**config.mk**
```make
export PLATFORM = sky130hd
export DESIGN_NAME = reg_write_arbiter
export DESIGN_NICKNAME = d
export VERILOG_FILES = /design/src/rtl/reg_write_arbiter.sv
export SDC_FILE = /design/constraint.sdc
export NUM_CORES = 1
export LEC_CHECK = 0
export CAP_MARGIN = 20
export CORE_MARGIN = 1
export CORE_UTILIZATION = 39
export DETAILED_ROUTE_END_ITERATION = 16
export GPL_ROUTABILITY_DRIVEN = 0
export MAX_ROUTING_LAYER = met4
export PLACE_DENSITY = 0.86
export SYNTH_ARGS = -nofsm -noshare
export SYNTH_HDL_FRONTEND = slang
export SYNTH_SLANG_ARGS = --single-unit
export TNS_END_PERCENT = 30
```
**constraint.sdc**
```tcl
create_clock -name Clk -period 1.9 [get_ports Clk]
set_clock_uncertainty 0.15 [all_clocks]
set_input_delay 0.475 -clock Clk [delete_from_list [all_inputs] [get_ports Clk]]
set_output_delay 0.475 -clock Clk [all_outputs]
set_load 0.005 [all_outputs]
```
**src/rtl/reg_write_arbiter.sv**
```systemverilog
// reg_write_arbiter: round-robin arbiter sharing one WIDTH-bit register between
// NREQ requesters. A grant lasts one cycle; the granted requester's data is
// captured on the following edge if it still requests, otherwise the grant aborts.
// Optional burst lock is enabled by defining REGARB_LOCK_EN (adds the Lock port).
module reg_write_arbiter #(
    parameter int NREQ  = 4,
    parameter int WIDTH = 8,
    parameter int IDW   = 2
) (
    input  logic                  Clk,
    input  logic                  Rst,
    input  logic [NREQ-1:0]       Req,
    input  logic [NREQ*WIDTH-1:0] Din,
`ifdef REGARB_LOCK_EN
    input  logic [NREQ-1:0]       Lock,
`endif
    output logic [NREQ-1:0]       Gnt,
    output logic [WIDTH-1:0]      Q,
    output logic                  Upd,
    output logic [IDW-1:0]        Owner
);

    typedef enum logic {IDLE, GRANT} state_t;

    state_t           state, state_n;
    logic [IDW-1:0]   ptr, ptr_n;       // last requester served; scan starts after it
    logic [IDW-1:0]   win, win_n;       // requester holding the current grant
    logic [NREQ-1:0]  gnt_n;
    logic [WIDTH-1:0] q_n;
    logic             upd_n;
    logic [IDW-1:0]   owner_n;
    logic             scan_found;
    logic [IDW-1:0]   scan_idx;

    // Round-robin scan: first asserted request from ptr+1 upward, wrapping at NREQ.
    always_comb begin
        // NOTE: every signal written here gets a default first, so no path leaves
        // it unassigned and no latch is inferred.
        scan_found = 1'b0;
        scan_idx   = '0;
        for (int k = 1; k <= NREQ; k++) begin
            if (!scan_found && Req[(int'(ptr) + k) % NREQ]) begin
                scan_found = 1'b1;
                scan_idx   = IDW'((int'(ptr) + k) % NREQ);
            end
        end
    end

    // Next-state and next-output logic; all outputs are registered from these.
    always_comb begin
        state_n = state;
        ptr_n   = ptr;
        win_n   = win;
        gnt_n   = '0;
        q_n     = Q;
        upd_n   = 1'b0;
        owner_n = Owner;
        case (state)
            IDLE: begin
                if (scan_found) begin
                    win_n   = scan_idx;
                    gnt_n   = NREQ'(1) << scan_idx;
                    state_n = GRANT;
                end
            end
            GRANT: begin
                state_n = IDLE;
                // A withdrawn request aborts: register, owner and pointer untouched.
                if (Req[win]) begin
                    q_n     = Din[win*WIDTH +: WIDTH];
                    owner_n = win;
                    upd_n   = 1'b1;
`ifdef REGARB_LOCK_EN
                    // Locked winner: park the pointer just before it so it wins again.
                    if (Lock[win])
                        ptr_n = (win == '0) ? IDW'(NREQ - 1) : win - 1'b1;
                    else
                        ptr_n = win;
`else
                    ptr_n = win;
`endif
                end
            end
            default: state_n = IDLE;
        endcase
    end

    // State and output registers with asynchronous active-high reset.
    always_ff @(posedge Clk or posedge Rst) begin
        // NOTE: sequential state uses non-blocking assignments so every register
        // samples pre-edge values regardless of statement order.
        if (Rst) begin
            // NOTE: the shared register bank is reset too; Q must read 0 during reset.
            state <= IDLE;
            ptr   <= IDW'(NREQ - 1);
            win   <= '0;
            Gnt   <= '0;
            Q     <= '0;
            Upd   <= 1'b0;
            Owner <= '0;
        end else begin
            state <= state_n;
            ptr   <= ptr_n;
            win   <= win_n;
            Gnt   <= gnt_n;
            Q     <= q_n;
            Upd   <= upd_n;
            Owner <= owner_n;
        end
    end

endmodule

```
Word-level counts from Yosys, hierarchy flattened
Index checks and enable logic that the tools add are counted.
{"block": "totals", "reg_bits": 20, "latchBits": 0, "mem_bits_rw": 0, "rom_bits": 0, "inputBits": 38, "out_inout_bits": 15, "mem_count": 0}
{"block": "op_classes", "n_addsub": 4, "n_mul": 0, "div_mod_pow": 0, "order_cmp": 5, "eq_ne": 0, "shift": 2, "n_mux": 28, "bitwise_logic": 5, "reduce_logical": 12}
{"op": "32-bit by 6-bit indexed part select with 8-bit output", "n": 1}
{"op": "3-bit by 4-bit less-than comparator with 1-bit output, second input constant", "n": 4}
{"op": "1-bit two-way mux", "n": 16}
{"op": "1-bit binary-select mux with 2-bit select", "n": 5}
{"op": "2-bit two-way mux", "n": 4}
{"op": "4-bit two-way mux", "n": 2}
{"op": "2-bit OR reduction", "n": 4}
{"op": "2-bit by 1-bit adder with 2-bit output, second input constant", "n": 2}
{"op": "2-bit adder, second input constant", "n": 2}
{"op": "1-bit bitwise AND, first input constant", "n": 4}
{"op": "2-bit AND reduction", "n": 2}
{"op": "1-bit by 2-bit left shift with 4-bit output, first input constant", "n": 1}
{"op": "1-bit logical AND", "n": 3}
{"op": "1-bit zero test", "n": 3}
{"op": "2-bit by 3-bit less-than comparator with 1-bit output, second input constant", "n": 1}
{"op": "1-bit case mux with 2 select lines", "n": 1}
{"op": "1-bit NOT", "n": 1}

Depth between registers and ports, before layout
Gate-level depths: netlist (run 1).
{"block": "logic_depth", "word_depth": 19, "ltp_mapped": 5, "ltp_nobuf": 4}

Worst setup path after synthesis (run 1)
OpenSTA, ideal clock, no wires.
{"block": "synth_path", "path_type": "input port to flip-flop", "startpoint": "in Req[0]", "endpoint": "reg Owner[1]", "t_arrival_ns": 1.328, "t_required_ns": 1.625, "slack_ns": 0.297, "stages": 5, "path_buffers": 1, "path_cell_list": "mux2_4 nand3b_4 o21ai_2 buf_6 mux2_4"}
{"block": "synth_via", "elab_chain_len": 3}
{"element": "from (decl)", "line": "12", "rtl": "input logic [NREQ-1:0] Req,"}
{"element": "1-bit binary-select mux with 2-bit select", "line": "69", "rtl": "if (Req[win]) begin"}
{"element": "1-bit two-way mux (not written as such)", "line": "69"}
{"element": "2-bit AND reduction (no line)"}
{"element": "to (signal assigned)", "line": "108", "rtl": "Owner <= owner_n;"}
{"element": "to (decl)", "line": "20", "rtl": "output logic [IDW-1:0] Owner"}
Every way passes these cells. The select of a mux whose other input is x is not followed.
A chain may end at the register's enable or synchronous reset.

Worst setup path in the final report (run 1)
{"block": "layout_path", "startpoint": "reg Q[2]", "endpoint": "out Q[2]"}
{"element": "from (decl)", "line": "18", "rtl": "output logic [WIDTH-1:0] Q,"}
{"element": "from (signal assigned)", "line": "106", "rtl": "Q <= q_n;"}
No word-level cell between the ends.

==> results of run 1 <==
==> flip-flops by register name, indices dropped and copies added, names as in the netlist <==
signal / cells
Gnt: 4
Q: 8
win: 2
ptr: 2
Upd: 1
Owner: 2
state: 1
==> area by class of cell <==
type | instances | share of cell area, %
Clock buffer | 4 | 2.085
Inverter | 2 | 0.4313
Multi-Input combinational cell | 46 | 30.19
Sequential cell | 20 | 28.90
Tap cell | 30 | 2.157
Timing Repair Buffer | 65 | 36.23
==> power breakdown <==
part	switching (mW)	total [mW]	internal, mW
Sequential	0.167	0.803	0.636
Combinational	0.412	1.31	0.897
Clock	0.143	0.260	0.117
==> path summary, 6_finish.rpt <==
check,endpoint,slack [ns],cells past startpoint
max,Q[2],0.03,1
min,Gnt[3],0.33,3
max reg2reg,Q[6],0.07,3
min reg2reg,Owner[0],0.35,1
max in group asynchronous,ptr[1],0.99,3
min in group Clk,Owner[0],0.35,1
==> cell usage in the layout (no fill, tap or decap) <==
| master | Yosys | routed |
|---|---|---|
| nor2_1 | 5 | 5 |
| clkbuf_8 | 0 | 1 |
| nor2b_1 | 2 | 2 |
| buf_12 | 0 | 1 |
| mux4_2 | 8 | 8 |
| dfrtp_1 | 18 | 18 |
| nand2b_1 | 3 | 3 |
| o21ai_0 | 2 | 2 |
| a21o_1 | 2 | 2 |
| a21oi_1 | 1 | 1 |
| o22a_1 | 1 | 1 |
| mux2_4 | 10 | 10 |
| clkdlybuf4s50_1 | 0 | 52 |
| nand3b_4 | 1 | 1 |
| mux2i_1 | 1 | 1 |
| nand2_1 | 2 | 2 |
| o211ai_1 | 1 | 1 |
| a221o_1 | 1 | 1 |
| clkbuf_4 | 0 | 3 |
| buf_4 | 1 | 12 |
| inv_1 | 2 | 2 |
| nand3_1 | 1 | 1 |
| mux2_2 | 2 | 2 |
| a211o_1 | 1 | 1 |
| nor4_1 | 1 | 1 |
| dfstp_2 | 2 | 2 |
| o21ai_2 | 1 | 1 |
==> cell families (layout without fill, tap and decap cells) <==
| family | count (synthesis) | in the layout | synth area share (%) |
|---|---|---|---|
| AOI/OAI and AO/OA | 10 | 10 | 6.974 |
| buffers and inverters | 5 | 71 | 2.837 |
| DFF | 20 | 20 | 47.52 |
| muxes | 21 | 21 | 34.28 |
| and+or+nand+nor | 15 | 15 | 8.393 |
==> per-layer routing <==
layer  wire [um]  GRT usage, %  share of wire, %  vias up
met2        1597         40.95                55       42
met5           0             -                 0        -
met4         104         14.10               3.6        0
li1            -             -                 -      399
met3         146         3.107               5.0       12
met1        1062         23.84                36      454
==> out/qor.yml, run 1 <==
sta:
  maxSlewViolCount: 0
  period_share_pct: 98.30
  setup_tns_ns: 0
  finalSetupViolCount: 0
  fin_crit_ns: 1.868
  hold_violations: 0
  hold_ws_ns: 0.3337
  finalWorstSetupSlack_ns: 0.03231
  fmax_ghz: 0.5354
  rsz0062_at_grt: "no"
  slew_headroom_pct: 75.32
  worst_pin_slew_ns: 0.3668
clocking:
  clockBufferDepth: 2
  cts_root_buffer: "clkbuf_4"
  clkTransAtPathRegs_ns: 0.12
  numCtsBuffers: 3
  cts_sinks: 20
  ctsHoldBuffers: 0
  cts_tree: "yes"
  clk-insertion-delay-late_ns: 0.31
  post-cts-setup-buffers: 0
  htree_levels: 1
  cts_resized: 0
grt:
  antenna_found_initial: 0
  grt_pass1_vias: 976
  grt_max_degree: 21
  grt_usage_pct: 23.04
  grt-ovfl-total: 0
  grt_pass1_wl_um: 4443
power:
  report.power.total_mw: 2.372
  vdd_drop_max_mv: 0.8436
  p_per_area_nw_per_um2: 1363
  p_leak_nw: 0.7537
finish:
  nFillCells: 195
  multi_input_area_sq_um: 525.5
  num_antenna_cells: 0
  drive_above_1_share_pct: 29.93
  utilization_pct: 69.00
  stdcell_count: 167
  areaGrowthSynthToFinish_pct: 64.42
  fin_area_sq_um: 1740
  final_nets: 176
  seq_area_sq_um: 503.0
logic_synthesis:
  synth_top_area_share_pct: 42.55
  synth_most_common_cell: "dfrtp_1"
  synth_area_leaders: "dfrtp_1 43%, mux4_2 17%, mux2_4 14%"
  yosys-top-cells-count: "18 x dfrtp_1, 10 x mux2_4, 8 x mux4_2, 5 x nor2_1, 3 x nand2b_1"
  avgSynthCellArea_sq_um: 14.91
  ys_types: 25
  syn_inst: 71
  synthesis.area_sq_um: 1059
  ys_seq_elements: 20
  ys.warnings.count: 0
  synth_edf_count: 0
  synth_area_leader_cell: "dfrtp_1"
  seq_area_frac_synth_pct: 47.52
  ys.flop_type: "dfrtp_1"
  async_flop_share_pct: 100.0
  synth_nets: 109
setup_path:
  setup.worst_path.end_class: "output pin"
  cp-start-kind: "flop"
  cp.arrival_ns: 1.24
  crit_path_start: "Q[2]"
  cpPeakStageDelay_ns: 0.54
  worstPathRequired_ns: 1.27
  r2r-start: "win[0]"
  slowest_stage: "clkdlybuf4s50_1"
  path_max_fanout: 2
  path_buf_inv: 1
  critPathKind: "reg -> out"
  worstPathCellList: "clkdlybuf4s50_1"
  crit_family: "buffers and inverters"
route:
  antenna_left: 0
  drtIter0Drc: 6
  wire_per_inst_um: 17.43
  drc_errors: 0
  num_vias: 907
  drt-pass1-iter-count: 4
  vias_per_cell: 5.431
  drt-total-wl_um: 2911
place:
  preCtsSetupSlack_ns: -0.2194
  io_buffers: 52
  post-dp-hpwl_um: 2208
  place_inst: 163
  dpl-instance-area_sq_um: 1704
die:
  row_count: 18
  core_area_sq_um: 2522
  die-area_sq_um: 2926
  die_w_um: 54.10
  initial_core_util_pct: 41.96
  die_y_um: 54.10
  boundaryPins: 53
hold_path:
  hold_path_class: "in -> async"
outcome:
  status: "completed"
flow_run:
  maxCapViolCount: 0
Power figures use the tool's default switching activity.
==> run 2: changes to the inputs <==
Settings changed: HOLD_SLACK_MARGIN set to 0.06.
==> results of run 2 <==
No change in the layout: final DEF, timing and power equal those of run 1.
